$ cat config.mk
export PLATFORM = sky130hd
export DESIGN_NAME = div_sequencer_flat
export DESIGN_NICKNAME = d
export VERILOG_FILES = /design/src/rtl/div_if.sv /design/src/rtl/div_sequencer.sv /design/src/flat_wrapper.sv
export SDC_FILE = /design/constraint.sdc
export NUM_CORES = 1
export LEC_CHECK = 0
export ABC_CLOCK_PERIOD_IN_PS = 12000
export CAP_MARGIN = 40
export CORE_ASPECT_RATIO = 1.1
export CORE_MARGIN = 4
export CORE_UTILIZATION = 50
export CTS_CLUSTER_DIAMETER = 150
export DETAILED_ROUTE_END_ITERATION = 10
export GPL_ROUTABILITY_DRIVEN = 0
export GPL_TIMING_DRIVEN = 0
export PLACE_DENSITY = 0.81
export SLEW_MARGIN = 10
export SYNTH_ARGS = -nofsm -noshare
export SYNTH_HDL_FRONTEND = slang
export SYNTH_SLANG_ARGS = --single-unit
$ cat constraint.sdc
create_clock -name clk_i -period 12 [get_ports clk_i]
set_clock_uncertainty 0.15 [all_clocks]
set_input_delay 3.6 -clock clk_i [delete_from_list [all_inputs] [get_ports clk_i]]
set_output_delay 3.6 -clock clk_i [all_outputs]
set_load 0.01 [all_outputs]
$ cat src/rtl/div_if.sv
// Divide-unit request/response bundle between execute stage and sequencer.
// The requester drives operands and control; the sequencer returns status and result.
interface div_if #(
  parameter int XLEN = 32
);
  logic            start_i;
  logic [1:0]      op_i;
  logic [XLEN-1:0] dividend_i;
  logic [XLEN-1:0] divisor_i;
  logic            flush_i;
  logic            ready_o;
  logic            busy_o;
  logic            valid_o;
  logic [XLEN-1:0] result_o;

  modport master (
    output start_i,
    output op_i,
    output dividend_i,
    output divisor_i,
    output flush_i,
    input  ready_o,
    input  busy_o,
    input  valid_o,
    input  result_o
  );

  modport slave (
    input  start_i,
    input  op_i,
    input  dividend_i,
    input  divisor_i,
    input  flush_i,
    output ready_o,
    output busy_o,
    output valid_o,
    output result_o
  );
endinterface

$ cat src/rtl/div_sequencer.sv
// RV32M DIV/DIVU/REM/REMU sequencer: restoring division, one quotient bit per cycle.
// Divide-by-zero and signed overflow bypass the iteration and finish on the accept edge.
module div_sequencer #(
  parameter  int XLEN  = 32,
  localparam int CNT_W = $clog2(XLEN)
) (
  input logic clk_i,
  input logic rst_i,
  div_if.slave bus
);

  typedef enum logic [1:0] {
    IDLE,
    PREP,
    BUSY,
    DONE
  } state_t;

  localparam logic [XLEN-1:0] ONES = '1;
  localparam logic [XLEN-1:0] MIN  = {1'b1, {(XLEN-1){1'b0}}};

  state_t state;
  state_t state_n;

  logic [1:0]      op_q;
  logic [XLEN-1:0] a_q;
  logic [XLEN-1:0] b_q;
  logic [XLEN-1:0] quo;
  logic [XLEN-1:0] rem;
  logic [XLEN-1:0] res_q;
  logic [CNT_W-1:0] cnt;
  logic            neg_q;
  logic            neg_r;

  // Accept-edge classification of the incoming request
  logic            sgn_in;
  logic            div0;
  logic            ovf;
  logic            special;
  logic [XLEN-1:0] spec_quo;
  logic [XLEN-1:0] spec_rem;
  logic [XLEN-1:0] spec_res;

  always_comb begin
    sgn_in   = ~bus.op_i[0];
    div0     = (bus.divisor_i == '0);
    ovf      = sgn_in
             & (bus.dividend_i == MIN)
             & (bus.divisor_i == ONES);
    special  = div0 | ovf;
    spec_quo = div0 ? ONES : MIN;
    spec_rem = div0 ? bus.dividend_i : '0;
    spec_res = bus.op_i[1] ? spec_rem : spec_quo;
  end

  // Magnitudes and result signs for the latched operands
  logic            sgn_q;
  logic            a_neg;
  logic            b_neg;
  logic [XLEN-1:0] a_abs;
  logic [XLEN-1:0] b_abs;

  always_comb begin
    sgn_q = ~op_q[0];
    a_neg = sgn_q & a_q[XLEN-1];
    b_neg = sgn_q & b_q[XLEN-1];
    a_abs = a_neg ? (~a_q + 1'b1) : a_q;
    b_abs = b_neg ? (~b_q + 1'b1) : b_q;
  end

  // One restoring step; the remainder is kept below the divisor so it fits XLEN bits
  logic [XLEN:0]   rem_sh;
  logic [XLEN:0]   trial;
  logic            q_bit;
  logic [XLEN-1:0] rem_n;
  logic [XLEN-1:0] quo_n;
  logic            last;
  logic [XLEN-1:0] fin_quo;
  logic [XLEN-1:0] fin_rem;
  logic [XLEN-1:0] fin_res;

  always_comb begin
    rem_sh  = {rem, quo[XLEN-1]};
    trial   = rem_sh - {1'b0, b_q};
    q_bit   = ~trial[XLEN];
    rem_n   = q_bit ? trial[XLEN-1:0] : rem_sh[XLEN-1:0];
    quo_n   = {quo[XLEN-2:0], q_bit};
    last    = (cnt == '0);
    fin_quo = neg_q ? (~quo_n + 1'b1) : quo_n;
    fin_rem = neg_r ? (~rem_n + 1'b1) : rem_n;
    fin_res = op_q[1] ? fin_rem : fin_quo;
  end

  always_ff @(posedge clk_i or posedge rst_i) begin
    if (rst_i) begin
      state <= IDLE;
    end else begin
      state <= state_n;
    end
  end

  always_comb begin
    state_n = state;
    if (bus.flush_i) begin
      state_n = IDLE;
    end else begin
      unique case (state)
        IDLE: begin
          if (bus.start_i) begin
            state_n = special ? DONE : PREP;
          end
        end
        PREP: state_n = BUSY;
        BUSY: begin
          if (last) begin
            state_n = DONE;
          end
        end
        DONE: state_n = IDLE;
        default: state_n = IDLE;
      endcase
    end
  end

  always_ff @(posedge clk_i or posedge rst_i) begin
    if (rst_i) begin
      op_q  <= '0;
      a_q   <= '0;
      b_q   <= '0;
      quo   <= '0;
      rem   <= '0;
      res_q <= '0;
      cnt   <= '0;
      neg_q <= 1'b0;
      neg_r <= 1'b0;
    end else if (!bus.flush_i) begin
      unique case (state)
        IDLE: begin
          if (bus.start_i) begin
            op_q <= bus.op_i;
            a_q  <= bus.dividend_i;
            b_q  <= bus.divisor_i;
            if (special) begin
              res_q <= spec_res;
            end
          end
        end
        PREP: begin
          quo   <= a_abs;
          b_q   <= b_abs;
          rem   <= '0;
          cnt   <= CNT_W'(XLEN - 1);
          neg_q <= a_neg ^ b_neg;
          neg_r <= a_neg;
        end
        BUSY: begin
          rem <= rem_n;
          quo <= quo_n;
          if (last) begin
            res_q <= fin_res;
          end else begin
            cnt <= cnt - 1'b1;
          end
        end
        default: ;
      endcase
    end
  end

  assign bus.ready_o  = (state == IDLE);
  assign bus.busy_o   = (state != IDLE);
  assign bus.valid_o  = (state == DONE);
  assign bus.result_o = res_q;

endmodule
$ cat src/flat_wrapper.sv
// flat-port wrapper written by rule: the top's interface ports become plain ports
module div_sequencer_flat 
#(
  parameter  int XLEN  = 32,
  localparam int CNT_W = $clog2(XLEN)
)
  (clk_i, rst_i, bus_start_i, bus_op_i, bus_dividend_i, bus_divisor_i, bus_flush_i, bus_ready_o, bus_busy_o, bus_valid_o, bus_result_o);
  div_if #(.XLEN(XLEN)) bus_i ();
  input logic clk_i;
  input logic rst_i;
  input wire logic [$bits(bus_i.start_i)-1:0] bus_start_i;
  input wire logic [$bits(bus_i.op_i)-1:0] bus_op_i;
  input wire logic [$bits(bus_i.dividend_i)-1:0] bus_dividend_i;
  input wire logic [$bits(bus_i.divisor_i)-1:0] bus_divisor_i;
  input wire logic [$bits(bus_i.flush_i)-1:0] bus_flush_i;
  output wire logic [$bits(bus_i.ready_o)-1:0] bus_ready_o;
  output wire logic [$bits(bus_i.busy_o)-1:0] bus_busy_o;
  output wire logic [$bits(bus_i.valid_o)-1:0] bus_valid_o;
  output wire logic [$bits(bus_i.result_o)-1:0] bus_result_o;
  assign bus_i.start_i = bus_start_i;
  assign bus_i.op_i = bus_op_i;
  assign bus_i.dividend_i = bus_dividend_i;
  assign bus_i.divisor_i = bus_divisor_i;
  assign bus_i.flush_i = bus_flush_i;
  assign bus_ready_o = bus_i.ready_o;
  assign bus_busy_o = bus_i.busy_o;
  assign bus_valid_o = bus_i.valid_o;
  assign bus_result_o = bus_i.result_o;
  div_sequencer #(.XLEN(XLEN)) u_core (.clk_i(clk_i), .rst_i(rst_i), .bus(bus_i));
endmodule
# Yosys cells after proc, flatten, opt, wreduce, memory -nomap -nowiden
# Cells that the tools add are included.
# W data, S select, Z words.
[classes]
reduce_logical = 14
n_eq_ne = 12
mux = 24
bitwise = 14
add_sub_neg = 6
[op_table]
columns = ["cell", "n"]
rows = [
  ["$mux W32", 12],
  ["$pmux W32 S2", 4],
  ["$add A32 B1 Y32 const B", 4],
  ["$not A32 Y32", 4],
  ["$eq A32 B32 Y1 const B", 2],
  ["$sub A33 B32 Y33", 1],
  ["$logic_not A32 Y1", 1],
  ["$mux W31", 1],
  ["$pmux W5 S2", 1],
  ["$mux W2", 4],
  ["$pmux W2 S4", 1],
  ["$reduce_bool A2 Y1", 4],
  ["$ne A2 B1 Y1 const B", 3],
  ["$reduce_and A2 Y1", 3],
  ["$reduce_and A3 Y1", 2],
  ["$logic_not A5 Y1", 1],
  ["$mux W5", 1],
  ["$reduce_and A5 Y1", 1],
  ["$sub A5 B1 Y5 const B", 1],
  ["$and A1 B1 Y1", 4],
  ["$eq A2 B2 Y1 const B", 2],
  ["$ne A2 B2 Y1 const B", 2],
  ["$not A1 Y1", 4],
  ["$reduce_and A4 Y1", 1],
  ["6 further kinds", 6],
]
[word_totals]
reg_bits = 171
out_inout_bits = 35
wordCells = 80

# Depth between registers and ports, before layout
[depth]
depth_word = 8
depth_mapped = 24
ltp_nobuf = 20

# Worst setup path after synthesis
# OpenSTA, ideal clock, no wires.
[synth_path]
path_type = "input to register"
start = "input port bus_dividend_i[13]"
end = "register u_core.res_q[22], in the netlist u_core.bus.result_o[22]"
t_required_ns = 11.729
path_buffers = 1
arrival_ns = 5.453
path_stages = 10
setup_time_ns = 0.121
path_slack_ns = 6.276
cell_sequence = "nor4_1 nand3_1 nor4_1 a31oi_1 o22ai_1 nand3b_1 inv_1 clkbuf_1 o211ai_1 o22a_1"
[synth_between]
elab_chain_len = 6
[synth_rtl]
columns = ["item", "line", "text"]
rows = [
  ["start, declared", "flat_wrapper.sv:13", "input wire logic [$bits(bus_i.dividend_i)-1:0] bus_dividend_i;"],
  ["$eq A32 B32 Y1", "div_sequencer.sv:48", "& (bus.dividend_i == MIN)"],
  ["$and A1 B1 Y1", "div_sequencer.sv:48", ""],
  ["$and A1 B1 Y1", "div_sequencer.sv:49", "& (bus.divisor_i == ONES);"],
  ["$or A1 B1 Y1", "div_sequencer.sv:50", "special = div0 | ovf;"],
  ["$ne A2 B1 Y1 (no source line)", "--", ""],
  ["$reduce_and A5 Y1 (no source line)", "--", ""],
  ["end signal, assigned", "div_sequencer.sv:144", "res_q <= spec_res;"],
  ["end signal, assigned", "div_sequencer.sv:160", "res_q <= fin_res;"],
  ["end, declared", "div_sequencer.sv:30", "logic [XLEN-1:0] res_q;"],
]
# Every way passes these cells.
# A chain may end at the register's enable or synchronous reset.

# Worst setup path after layout
[layout_path]
start = "input port bus_divisor_i[18]"
end = "register u_core.res_q[25], in the netlist u_core.bus.result_o[25]"
[layout_between]
elab_chain_len = 6
word_cells_on_any_way = 12
classes_between = "eq/ne (2); mux (6); bitwise (2); reduce/logical (2)"
[layout_rtl]
columns = ["item", "line", "text"]
rows = [
  ["start, declared", "flat_wrapper.sv:14", "input wire logic [$bits(bus_i.divisor_i)-1:0] bus_divisor_i;"],
  ["$logic_not A32 Y1", "div_sequencer.sv:46", "div0 = (bus.divisor_i == '0);"],
  ["$mux W31 / $mux W32 (equally long branches)", "div_sequencer.sv:51, div_sequencer.sv:52", ""],
  ["$mux W32", "div_sequencer.sv:53", "spec_res = bus.op_i[1] ? spec_rem : spec_quo;"],
  ["$mux W32", "div_sequencer.sv:143", "if (special) begin"],
  ["$mux W32", "div_sequencer.sv:139", "if (bus.start_i) begin"],
  ["$pmux W32 S2", "div_sequencer.sv:137", "unique case (state)"],
]
# Parallel ways exist; a longest one is shown, timed or not. The select of a mux whose other input is x is not followed.

==> reports/results.txt <==
Status -> complete, no violations
Routed WL per cell -> 22.1 um
TritonCTS Sinks -> 171
Max-cap violation count -> 0
EDFF count, synth -> 0
Final nets -> 1887
Total of fill cells in the finished design -> 2325
Die Y -> 179 um
H-tree Lvls -> 4
Commonest cells post-synth -> 181 x nand2_1, 178 x o21ai_0, 171 x dfrtp_1, 158 x a21oi_1, 126 x nor2_1
Crit path DAT -> 7170 ps
Syn_area_per_cell -> 8.01 um^2
CTS tree -> yes
Unrepaired setup endpoints after global routing -> false
CP required -> 12220 ps
Crit path cell chain -> clkdlybuf4s50_1, nor4_1, nand4_1, nor2_1, a31oi_1, o22ai_1, nand3b_1, inv_1, clkbuf_1, o2111ai_1, o211ai_1
R2R setup slack -> 5710 ps
Max-slew headroom -> 34.2%
Die Wd -> 163 um
GRT Total Usage -> 31.8%
Clk slew on worst S/H paths -> 80 ps
Max Root-Sink Buffers -> 2
Post-DRT Antenna Nets -> 0
IO Count -> 105
Final Util -> 58.9%
Vias/cell -> 6.65
Synth warn -> 0
Worst-Skew Late Latency -> 460 ps
Total CTS buffers -> 17
Hold_buf cts -> 0
Multi-input logic area -> 8310 um^2
Slew Viols, Final -> 0
Largest cells by area after synthesis -> dfrtp_1 32%, o21ai_0 6.7%, a21oi_1 6.0%, nand2_1 5.1%, ha_1 4.1%
CP startpoint kind -> input port
Worst-path fanout max -> 10
Fin crit share -> 57.9%
Fin Setup TNS -> 0 ps
Share of cells above drive strength 1 -> 6.66%
Critical path class -> in -> reg
Post-Route WL -> 47.4 mm
Global-route wire length before repair -> 72.3 mm
IO buf count -> 103
Setup Fix Bufs, Post-CTS -> 0
Dominant cell type by area after synthesis -> dfrtp_1
Post-synth ARST share -> 100%
Family with the most delay on the worst path -> simple AND/OR/NAND/NOR gates
Sequential cell area -> 4280 um^2
Worst path buffer plus inverter count -> 3
Top-count cell post-synth -> nand2_1
Seq cells post-synth -> 171
Vias in the first global route -> 13200
Initial DRC count -> 2202
Dominant synthesized flop cell -> dfrtp_1
Synth top area share -> 32.4%
Endpoints failing hold -> 0
HP Class -> reg -> reg
Final HPWL DP -> 36.3 mm
Netlist Area Pre-Place -> 13200 um^2
Setup Viol. Count Final -> 0
Post-cts resize count -> 0
Largest net degree at the start of global routing -> 96
Cell Rows -> 62
Max IR drop VDD -> 157 uV
CORE AREA -> 26100 um^2
Setup crit end kind -> register
Die ar. -> 29100 um^2
Power Density -> 233 nW/um^2
Area Overhead vs Synth -> 16.2%
Fmax -> 0.144 GHz
Post-synth net total -> 1764
Root Driver -> clkbuf_16
Critical path's slowest cell -> clkdlybuf4s50_1
Crit-path max cell delay -> 640 ps
Synth unique cells -> 90
Register area share after synthesis -> 32.4%
Worst slew pin tran -> 980 ps
DRC viols -> 0
Grt total ovfl -> 0
DR pass1 iterations -> 7
Synthesized instance count -> 1650
Minimum clock period -> 6950 ps
Via count -> 14200
Initial cell density of the core -> 50.7%
Leakage -> 0.00616 uW
Initial antenna violation count -> 1
[cells by family (layout without fill, tap and decap cells)]
| group | Yosys count | after routing | share of synthesized area, % |
|---|---|---|---|
| simple gates | 559 | 559 | 20.6 |
| compound gates | 544 | 544 | 25.0 |
| flops | 171 | 171 | 32.4 |
| buf+inv | 157 | 293 | 4.71 |
| xor+xnor | 104 | 104 | 7.03 |
| mux | 71 | 71 | 6.06 |
| fa+ha+maj | 44 | 44 | 4.22 |
| other cells | 0 | 1 | 0 |
[final timing paths]
kind,startpoint,to,depth (start not counted)
setup reg to reg,u_core.quo[31],u_core.bus.result_o[26],24
max in group asynchronous,rst_i,u_core.b_q[2],3
hold / removal,u_core.bus.result_o[2],u_core.bus.result_o[2],2
min in group asynchronous,rst_i,u_core.bus.result_o[1],2
setup / recovery,bus_divisor_i[18],u_core.bus.result_o[25],11
hold reg to reg,u_core.bus.result_o[2],u_core.bus.result_o[2],2
[power by group]
part | leakage [uW] | switching [uW] | internal (uW)
clock | 0.000303 | 300 | 291
sequential | 0.00214 | 262 | 779
combinational | 0.00372 | 1230 | 726
[placed cells by master, fill, tap and decap left out, drive strengths merged, types with 28 or more instances in the layout]
| cell | instances |
|---|---|
| nor2 | 128 |
| nand2 | 182 |
| nand2b | 28 |
| dfrtp | 171 |
| clkdlybuf4s50 | 103 |
| nor4 | 28 |
| mux2i | 35 |
| clkbuf | 87 |
| xnor2 | 51 |
| a21oi | 161 |
| nand3 | 40 |
| nor3 | 58 |
| o21ai | 195 |
| inv | 79 |
| ha | 43 |
| xor2 | 53 |
| mux2 | 36 |
[worst min-delay path, stage by stage, from the launching register on]
cell,delay [ps]
dfrtp_1,350
nand2_1,50
o21ai_0,60
[cell type report]
| cell class | count | share of cell area (%) |
|---|---|---|
| clock inverters | 15 | 1.33 |
| multi-input cells | 1322 | 54.1 |
| well taps | 352 | 2.87 |
| plain buffers | 87 | 2.33 |
| flip-flops and latches | 171 | 27.9 |
| diodes | 1 | 0.0163 |
| clock buffers | 17 | 2.77 |
| inverters | 70 | 1.78 |
| repair buffers | 104 | 6.89 |
[flip-flops by register name, indices dropped and copies added, names as in the netlist, 2 cells and up]
| signal | flops |
|---|---|
| u_core.a_q | 32 |
| u_core.b_q | 32 |
| u_core.bus.result_o | 32 |
| u_core.quo | 32 |
| u_core.rem | 32 |
| u_core.cnt | 5 |
| u_core.op_q | 2 |
| u_core.state | 2 |
[routing by layer]
metal	global-route usage (%)	vias to the layer above	routed length, um
met2	49.6	1065	21000
met3	6.68	262	4970
met5	0	-	0
met1	38.7	6656	17200
met4	23.7	0	4280
li1	-	6238	-
[per-stage QoR]
stage / setup slack (ps) / instance area [um^2] / std cells / power, uW / hold WS [ps]
floorplan: 3620 / 13200 / 1650 / 2290 / 318
global placement: 1270 / 14700 / 2105 / 2860 / 317
detailed placement: 4770 / 14700 / 2106 / 2920 / 324
CTS: 5230 / 15400 / 2138 / 3510 / 341
global route: 5040 / 15400 / 2138 / 3780 / 363
finish: 5050 / 15400 / 2139 / 3580 / 336
No activity file was read; power rests on OpenSTA's default activity.
